### src/rtl/rc_pkg.sv
// Shared types and constants for the result collector.
package rc_pkg;

  // COLLECT: accumulator has room; STALL: accumulator full, holding register busy
  typedef enum logic {
    COLLECT = 1'b0,
    STALL   = 1'b1
  } rc_state_e;

  localparam int unsigned RC_WIDTH_DEFAULT = 8;

  // Fill counter must represent 0..width inclusive
  function automatic int unsigned rc_cnt_w(input int unsigned width);
    return $clog2(width + 1);
  endfunction

endpackage

### src/rtl/rc_accumulator.sv
// LSB-first bit accumulator with saturating fill counter and clear.
// On clr the word restarts; a simultaneous wr lands at bit 0.
module rc_accumulator #(
  parameter int unsigned WIDTH = 8,
  parameter int unsigned CNT_W = 4
) (
  input  logic             clk,
  input  logic             rst,
  input  logic             wr,
  input  logic             bit_in,
  input  logic             clr,
  output logic [WIDTH-1:0] acc,
  output logic [CNT_W-1:0] fill
);

  // Store incoming bit at position fill, saturating at WIDTH
  always_ff @(posedge clk or negedge rst) begin
    if (!rst) begin
      acc  <= '0;
      fill <= '0;
    end else if (clr) begin
      acc  <= {{(WIDTH-1){1'b0}}, wr & bit_in};
      fill <= CNT_W'(wr);
    end else if (wr && fill != CNT_W'(WIDTH)) begin
      for (int unsigned i = 0; i < WIDTH; i++) begin
        if (fill == CNT_W'(i)) acc[i] <= bit_in;
      end
      fill <= fill + CNT_W'(1);
    end
  end

endmodule

### src/rtl/result_collector.sv
// Packs ICU result bits into WIDTH-bit words and presents them on a
// valid/ready port, double-buffered (accumulator + holding register).
// Optional macro RESULT_COLLECTOR_PARITY_EN adds out_parity (even parity
// of the held word).
module result_collector
  import rc_pkg::*;
#(
  parameter int unsigned WIDTH = RC_WIDTH_DEFAULT,
  parameter int unsigned CNT_W = rc_cnt_w(WIDTH)
) (
  input  logic             clk,
  input  logic             rst,
  input  logic             write,
  input  logic             result,
  input  logic             flush,
  output logic [WIDTH-1:0] out_data,
  output logic             out_valid,
  input  logic             out_ready,
  output logic [CNT_W-1:0] fill,
  output logic             overflow
`ifdef RESULT_COLLECTOR_PARITY_EN
  ,
  output logic             out_parity
`endif
);

  rc_state_e        state, state_nx;
  logic [WIDTH-1:0] acc;
  logic [WIDTH-1:0] word_nx;
  logic             flush_pending;
  logic             full, complete, take, xfer, acc_wr, drop;

  rc_accumulator #(
    .WIDTH (WIDTH),
    .CNT_W (CNT_W)
  ) u_acc (
    .clk    (clk),
    .rst    (rst),
    .wr     (acc_wr),
    .bit_in (result),
    .clr    (xfer),
    .acc    (acc),
    .fill   (fill)
  );

  // Transfer decision and next state. The word moved to the holding register
  // already includes this cycle's bit when there is room for it, so a
  // completing write transfers immediately; only a write into an already
  // full accumulator passes through into the fresh word.
  always_comb begin
    full     = (fill == CNT_W'(WIDTH));
    take     = out_valid & out_ready;
    word_nx  = acc;
    if (write && !full) begin
      for (int unsigned i = 0; i < WIDTH; i++) begin
        if (fill == CNT_W'(i)) word_nx[i] = result;
      end
    end
    complete = full || (write && fill == CNT_W'(WIDTH - 1));
    xfer     = (complete || ((flush_pending || flush) && fill != '0)) &&
               (!out_valid || take);
    acc_wr   = write && (!xfer || full);
    drop     = write && (state == STALL) && !xfer;
    state_nx = (complete && !xfer) ? STALL : COLLECT;
  end

  // State register
  always_ff @(posedge clk or negedge rst) begin
    if (!rst) state <= COLLECT;
    else      state <= state_nx;
  end

  // Holding register, flush request and sticky overflow
  always_ff @(posedge clk or negedge rst) begin
    if (!rst) begin
      out_data      <= '0;
      out_valid     <= 1'b0;
      flush_pending <= 1'b0;
      overflow      <= 1'b0;
    end else begin
      if (xfer) begin
        out_data      <= word_nx;
        out_valid     <= 1'b1;
        flush_pending <= 1'b0;
      end else begin
        if (take) out_valid <= 1'b0;
        if (flush && fill != '0) flush_pending <= 1'b1;
      end
      if (drop) overflow <= 1'b1;
    end
  end

`ifdef RESULT_COLLECTOR_PARITY_EN
  // Parity registered alongside the held word
  always_ff @(posedge clk or negedge rst) begin
    if (!rst)      out_parity <= 1'b0;
    else if (xfer) out_parity <= ^word_nx;
  end
`endif

endmodule

### config.mk
export PLATFORM = sky130hd
export DESIGN_NAME = result_collector
export DESIGN_NICKNAME = d
export VERILOG_FILES = /design/src/rtl/rc_pkg.sv /design/src/rtl/rc_accumulator.sv /design/src/rtl/result_collector.sv
export SDC_FILE = /design/constraint.sdc
export NUM_CORES = 1
export LEC_CHECK = 0
export CAP_MARGIN = 20
export CORE_UTILIZATION = 40
export CTS_CLUSTER_DIAMETER = 80
export DETAILED_ROUTE_END_ITERATION = 6
export PLACE_DENSITY = 0.61
export SLEW_MARGIN = 5
export SYNTH_ARGS = -nofsm -noshare
export SYNTH_HDL_FRONTEND = slang
export SYNTH_SLANG_ARGS = --single-unit
### constraint.sdc
create_clock -name clk -period 4.6 [get_ports clk]
set_clock_uncertainty 0.1 [all_clocks]
set_input_delay 0.69 -clock clk [delete_from_list [all_inputs] [get_ports clk]]
set_output_delay 0.69 -clock clk [all_outputs]
set_load 0.05 [all_outputs]
=== Word level (Yosys, flattened, before mapping) ===
Index checks and enable logic that the tools add are counted.

* Equal/unequal tests: 9
* Add/sub/neg operators: 1
* Bitwise gates (word level): 2
* Reduce and logical (&&, ||, !) cells: 23
* Mux-type cells: 18

{| class="wikitable"
|+ Operator list
! cell !! number
|-
| 2-to-1 mux 8 bit || 3
|-
| equality test 4 x 3 -> 1 bit (second input constant) || 4
|-
| 2-to-1 mux 1 bit || 13
|-
| logical AND 1 bit || 10
|-
| equality test 4 x 2 -> 1 bit (second input constant) || 2
|-
| 2-to-1 mux 4 bit || 2
|-
| nonzero test 2 bit || 3
|-
| logical OR 1 bit || 5
|-
| adder 4 x 1 -> 4 bit (second input constant) || 1
|-
| equality test 4 x 1 -> 1 bit (second input constant) || 1
|-
| equality test 4 bit (second input constant) || 1
|-
| logical NOT 4 bit || 1
|-
| != test 4 bit (second input constant) || 1
|-
| nonzero test 4 bit || 1
|-
| logical NOT 1 bit || 3
|-
| AND 1 bit || 2
|}

* Output and inout bits: 14
* Flip-flop bits (word level): 24
* Logic and storage cells: 60

=== Longest topological paths before layout ===
* Word-level depth: 11
* Mapped depth: 7
* Depth with buffers taken out: 6

=== Cells and area by module ===
Synthesis repeated with hierarchy kept, for this count alone.

* Cells, all modules: 122
* Area, all modules: 1,383.8 sq um

{| class="wikitable"
|+ Modules (own cells, without submodules)
! module !! cells each !! sequential area each (sq um) !! instances !! area an instance (sq um)
|-
| rc_accumulator || 64 || 300.3 || 1 || 696.9
|-
| result_collector || 58 || 300.3 || 1 || 686.9
|}

=== Worst setup path before layout ===
No wires, ideal clock.

* Kind: register to register
* Start point: register u_acc.fill[0]
* End point: register out_data[7]
* Arrival: 2,046 ps
* Clock period less this slack: 2,270 ps
* Slack: 2,330 ps
* Data required time: 4,375 ps
* Setup time: 125 ps
* Stages on the path, launching flop included: 7
* Path through: dfrtp_1 inv_1 ha_1 nor3b_2 o211a_4 nor2_4 mux2_2

* Word-level cells in the longest chain between the ends: 5
* Elaborated cells between the ends (all ways): 12

{| class="wikitable"
|+ Ends and longest elaborated chain
! what !! line !! RTL
|-
| start, declared || rc_accumulator.sv:13 || <nowiki>output logic [CNT_W-1:0] fill</nowiki>
|-
| start signal, assigned || rc_accumulator.sv:23 || <nowiki>fill <= CNT_W'(wr);</nowiki>
|-
| start signal, assigned || rc_accumulator.sv:28 || <nowiki>fill <= fill + CNT_W'(1);</nowiki>
|-
| equality test 4 x 3 -> 1 bit || result_collector.sv:56, result_collector.sv:59 ||
|-
| logical AND 1 bit || result_collector.sv:59 || <nowiki>complete = full || (write && fill == CNT_W'(WIDTH - 1));</nowiki>
|-
| logical OR 1 bit || result_collector.sv:59 ||
|-
| logical OR 1 bit || result_collector.sv:60 || <nowiki>xfer = (complete || ((flush_pending || flush) && fill != '0)) &&</nowiki>
|-
| logical AND 1 bit || result_collector.sv:60 ||
|-
| end signal, assigned || result_collector.sv:82 || <nowiki>out_data <= word_nx;</nowiki>
|-
| end, declared || result_collector.sv:16 || <nowiki>output logic [WIDTH-1:0] out_data,</nowiki>
|}

Parallel ways exist; a longest one is shown, timed or not.
A chain may end at the register's enable or synchronous reset.

=== Worst setup path in the final report ===
* Start point: register u_acc.fill[3]
* End point: output port fill[3]

{| class="wikitable"
|+ RTL lines
! what !! line !! RTL
|-
| end, declared || result_collector.sv:19 || <nowiki>output logic [CNT_W-1:0] fill,</nowiki>
|}

No word-level cell between the ends.

==> impl_metrics.ini <==
[grt]
vias_in_the_first_global_route = 808
grt_util_all_layers_pct = 15.9
grt_max_degree = 25
gr-total-overflow = 0
wire_length_of_the_first_global_routing_pass_mm = 3.93
grt_antenna_before_repair = 0

[timing]
worst_slew_pin_slew_ps = 501
timing.hold.ws_ps = 388
post-route-period-util_pct = 57.2
slew_headroom_pct = 66.5
fmax_mhz = 380
worst_slack_ps = 1970
rsz0062_at_grt = false
setup_viol_count_final = 0
final-max-slew-violation-count = 0
min_period_ps = 2630
hold_viol_final = 0
setup-tns-final_ps = 0

[clock_network]
clock_transition_at_the_registers_of_the_reported_paths_ps = 130
clock_path_buffers = 2
resized_cells_post_cts = 0
tritoncts_num_sinks = 24
hold_buffers = 0
cts_made_buffers = 3
setup_fix_buffers_added_after_clock_tree_synthesis = 0
tritoncts = done
clockRootBuffer = clkbuf_4
clock_tree.htree_level_count = 1
worstSkewPairLatency_ps = 320

[synthesis]
synth.net_count = 121
synth_top_area_share_pct = 48.9
yosys.cell_types.count = 36
synth.top_cells.by_area = dfrtp_1 (49%), mux2i_1 (6.5%), o31ai_1 (4.3%)
synth_seq_area_share_pct = 48.9
postSynthRegisterBits = 24
synth_area_leader_cell = dfrtp_1
synth-warning-count = 0
syn-cell-area_mm2 = 0.00123
synthesis.area_per_instance_um2 = 11.1
instance_count_of_the_mapped_netlist = 111

[die]
initial_core_util_pct = 43.4
io_pins = 20
dieArea_mm2 = 0.00329
design.core.area_mm2 = 0.00283
die_y_um = 57.4
placement_rows = 19
die_width_um = 57.4

[job]
max_cap_violations = 0

[placement]
io_buffers = 19
placed_area_mm2 = 0.00140
preCtsSetupSlack_ps = 1810
gp_congestion = 0.801
hpwl_detailed_mm = 1.64

[layout]
area_growth_pct = 19.8
final_cell_mix = dfrtp_1 (24), clkdlybuf4s50_1 (19), nor2_1 (10), mux2i_1 (8)
num-nets-final = 139
diodes = 0
final_common_cell = dfrtp_1
layout-drive-gt1-share_pct = 11.7
final_cell_area_mm2 = 0.00147

[routing]
route.detailed.wl_per_inst_um = 15.5
drt-initial-drc-count = 29
vias = 885
firstDrtPassIters = 6
wirelength_mm = 2.46
drcViolationCount = 1
detail_route.vias_per_cell = 5.57
drtAntennaViolNets = 0

[worst_setup_path]
critical_path.cell_chain = clkdlybuf4s50_1
worstReg2RegStart = u_acc.fill[0]$_DFFE_PN0P_
worst-path-max-fanout = 15
crit_type = reg2out
critical-path-top-delay-family = buffers and inverters
max_stage_delay_on_crit_path_ps = 890
reg2reg_slack_ps = 2260
critical_path_at_ps = 1840
critical_path.reg2reg.endpoint = out_data[7]$_DFFE_PN0N_
critical_path.endpoint_type = output port
worst_setup_path_start_kind = register
crit_buf_inv = 1
required_ps = 3810
reg2reg_depth = 6
slowest_stage = clkdlybuf4s50_1

[outcome]
failing_checks = DRC
run_status = finished with violations

[power_and_ir_drop]
ir_drop_mv = 0.243
power-per-cell-area_mw_per_mm2 = 669
design_power_total_w = 0.000983
power.leakage_nw = 0.661

[worst_hold_path]
worst_hold_path_type = reg2reg
hold_path_end = overflow$_DFFE_PN0P_
worst_hold_startpoint = overflow$_DFFE_PN0P_
worstHoldPathCells = 1
## metrics by stage
| stage | instances | util (%) |
|---|---|---|
| global route | 159 | 52.0 |
| CTS | 157 | 50.7 |
| global placement | 153 | 49.4 |
| finish | 159 | 52.0 |
| floorplan | 111 | - |
| detailed placement | 153 | 49.4 |
## Yosys cell counts
cell type / n
xor2_1: 1
nor2b_1: 1
o21bai_1: 1
mux2i_1: 8
inv_1: 4
buf_1: 1
nand3b_1: 1
and2b_1: 1
mux2_2: 2
o21ai_0: 7
nor3b_1: 3
o31ai_1: 7
buf_6: 3
buf_4: 1
a221oi_1: 1
dfrtp_1: 24
nor2_4: 1
o211a_4: 1
a211oi_1: 1
ha_1: 4
nor3_1: 2
nand4_1: 2
a31oi_1: 1
or3b_2: 1
o21ai_2: 1
a21oi_1: 6
nand2_1: 4
nor2_1: 10
buf_2: 1
nand2b_4: 1
clkbuf_1: 2
nand2b_1: 1
nand4b_1: 3
o22ai_1: 1
nor3b_2: 1
nand4b_2: 1
## state kept, by name (all words and copies together), names as in the netlist
signal	flops
flush_pending	1
out_data	8
out_valid	1
u_acc.fill	4
state	1
u_acc.acc	8
overflow	1
## area by class of cell
cell class | count | area (um2)
Sequential cell | 24 | 601
Timing Repair Buffer | 21 | 225
Tap cell | 31 | 38.8
Multi-Input combinational cell | 75 | 554
Fill cell | 267 | 1360
Clock buffer | 4 | 36.3
Inverter | 4 | 15.0
## kinds of logic after synthesis
| logic type | Yosys count | share of synthesized area (%) |
|---|---|---|
| AO/OA/AOI/OAI | 27 | 14.7 |
| XOR/XNOR | 1 | 0.714 |
| adder cells (fa/ha/maj) | 4 | 4.08 |
| buffers and inverters | 12 | 5.91 |
| flip-flops | 24 | 48.9 |
| multiplexers | 10 | 8.36 |
| AND/OR/NAND/NOR | 33 | 17.3 |
## worst max path at each step
| stage | depth (start not counted) | start | endpoint | slack [ps] |
|---|---|---|---|---|
| CTS | 1 | u_acc.fill[3]$_DFFE_PN0P_ | fill[3] | 1960 |
| detailed placement | 5 | write | out_data[7]$_DFFE_PN0N_ | 1810 |
| floorplan | 6 | u_acc.fill[0]$_DFFE_PN0P_ | out_data[7]$_DFFE_PN0N_ | 2330 |
| finish | 1 | u_acc.fill[3]$_DFFE_PN0P_ | fill[3] | 1970 |
| global route | 1 | u_acc.fill[3]$_DFFE_PN0P_ | fill[3] | 1890 |
| global placement | 5 | write | out_data[7]$_DFFE_PN0N_ | 1880 |
## power breakdown
group / internal [W] / total, W / switching, W
combinational: 0.000194 / 0.000537 / 0.000343
clock: 0.0000485 / 0.000114 / 0.0000656
sequential: 0.000275 / 0.000332 / 0.0000564
total: 0.000518 / 0.000983 / 0.000465
## layer usage
layer | up-vias | share of wire (%) | GRT usage [%]
met5 | - | 0 | 0
met4 | 0 | 1.4 | 7.32
met3 | 4 | 2.8 | 2.04
met2 | 19 | 47 | 23.9
met1 | 431 | 48 | 22.6
li1 | 431 | - | -
Power figures use the tool's default switching activity.
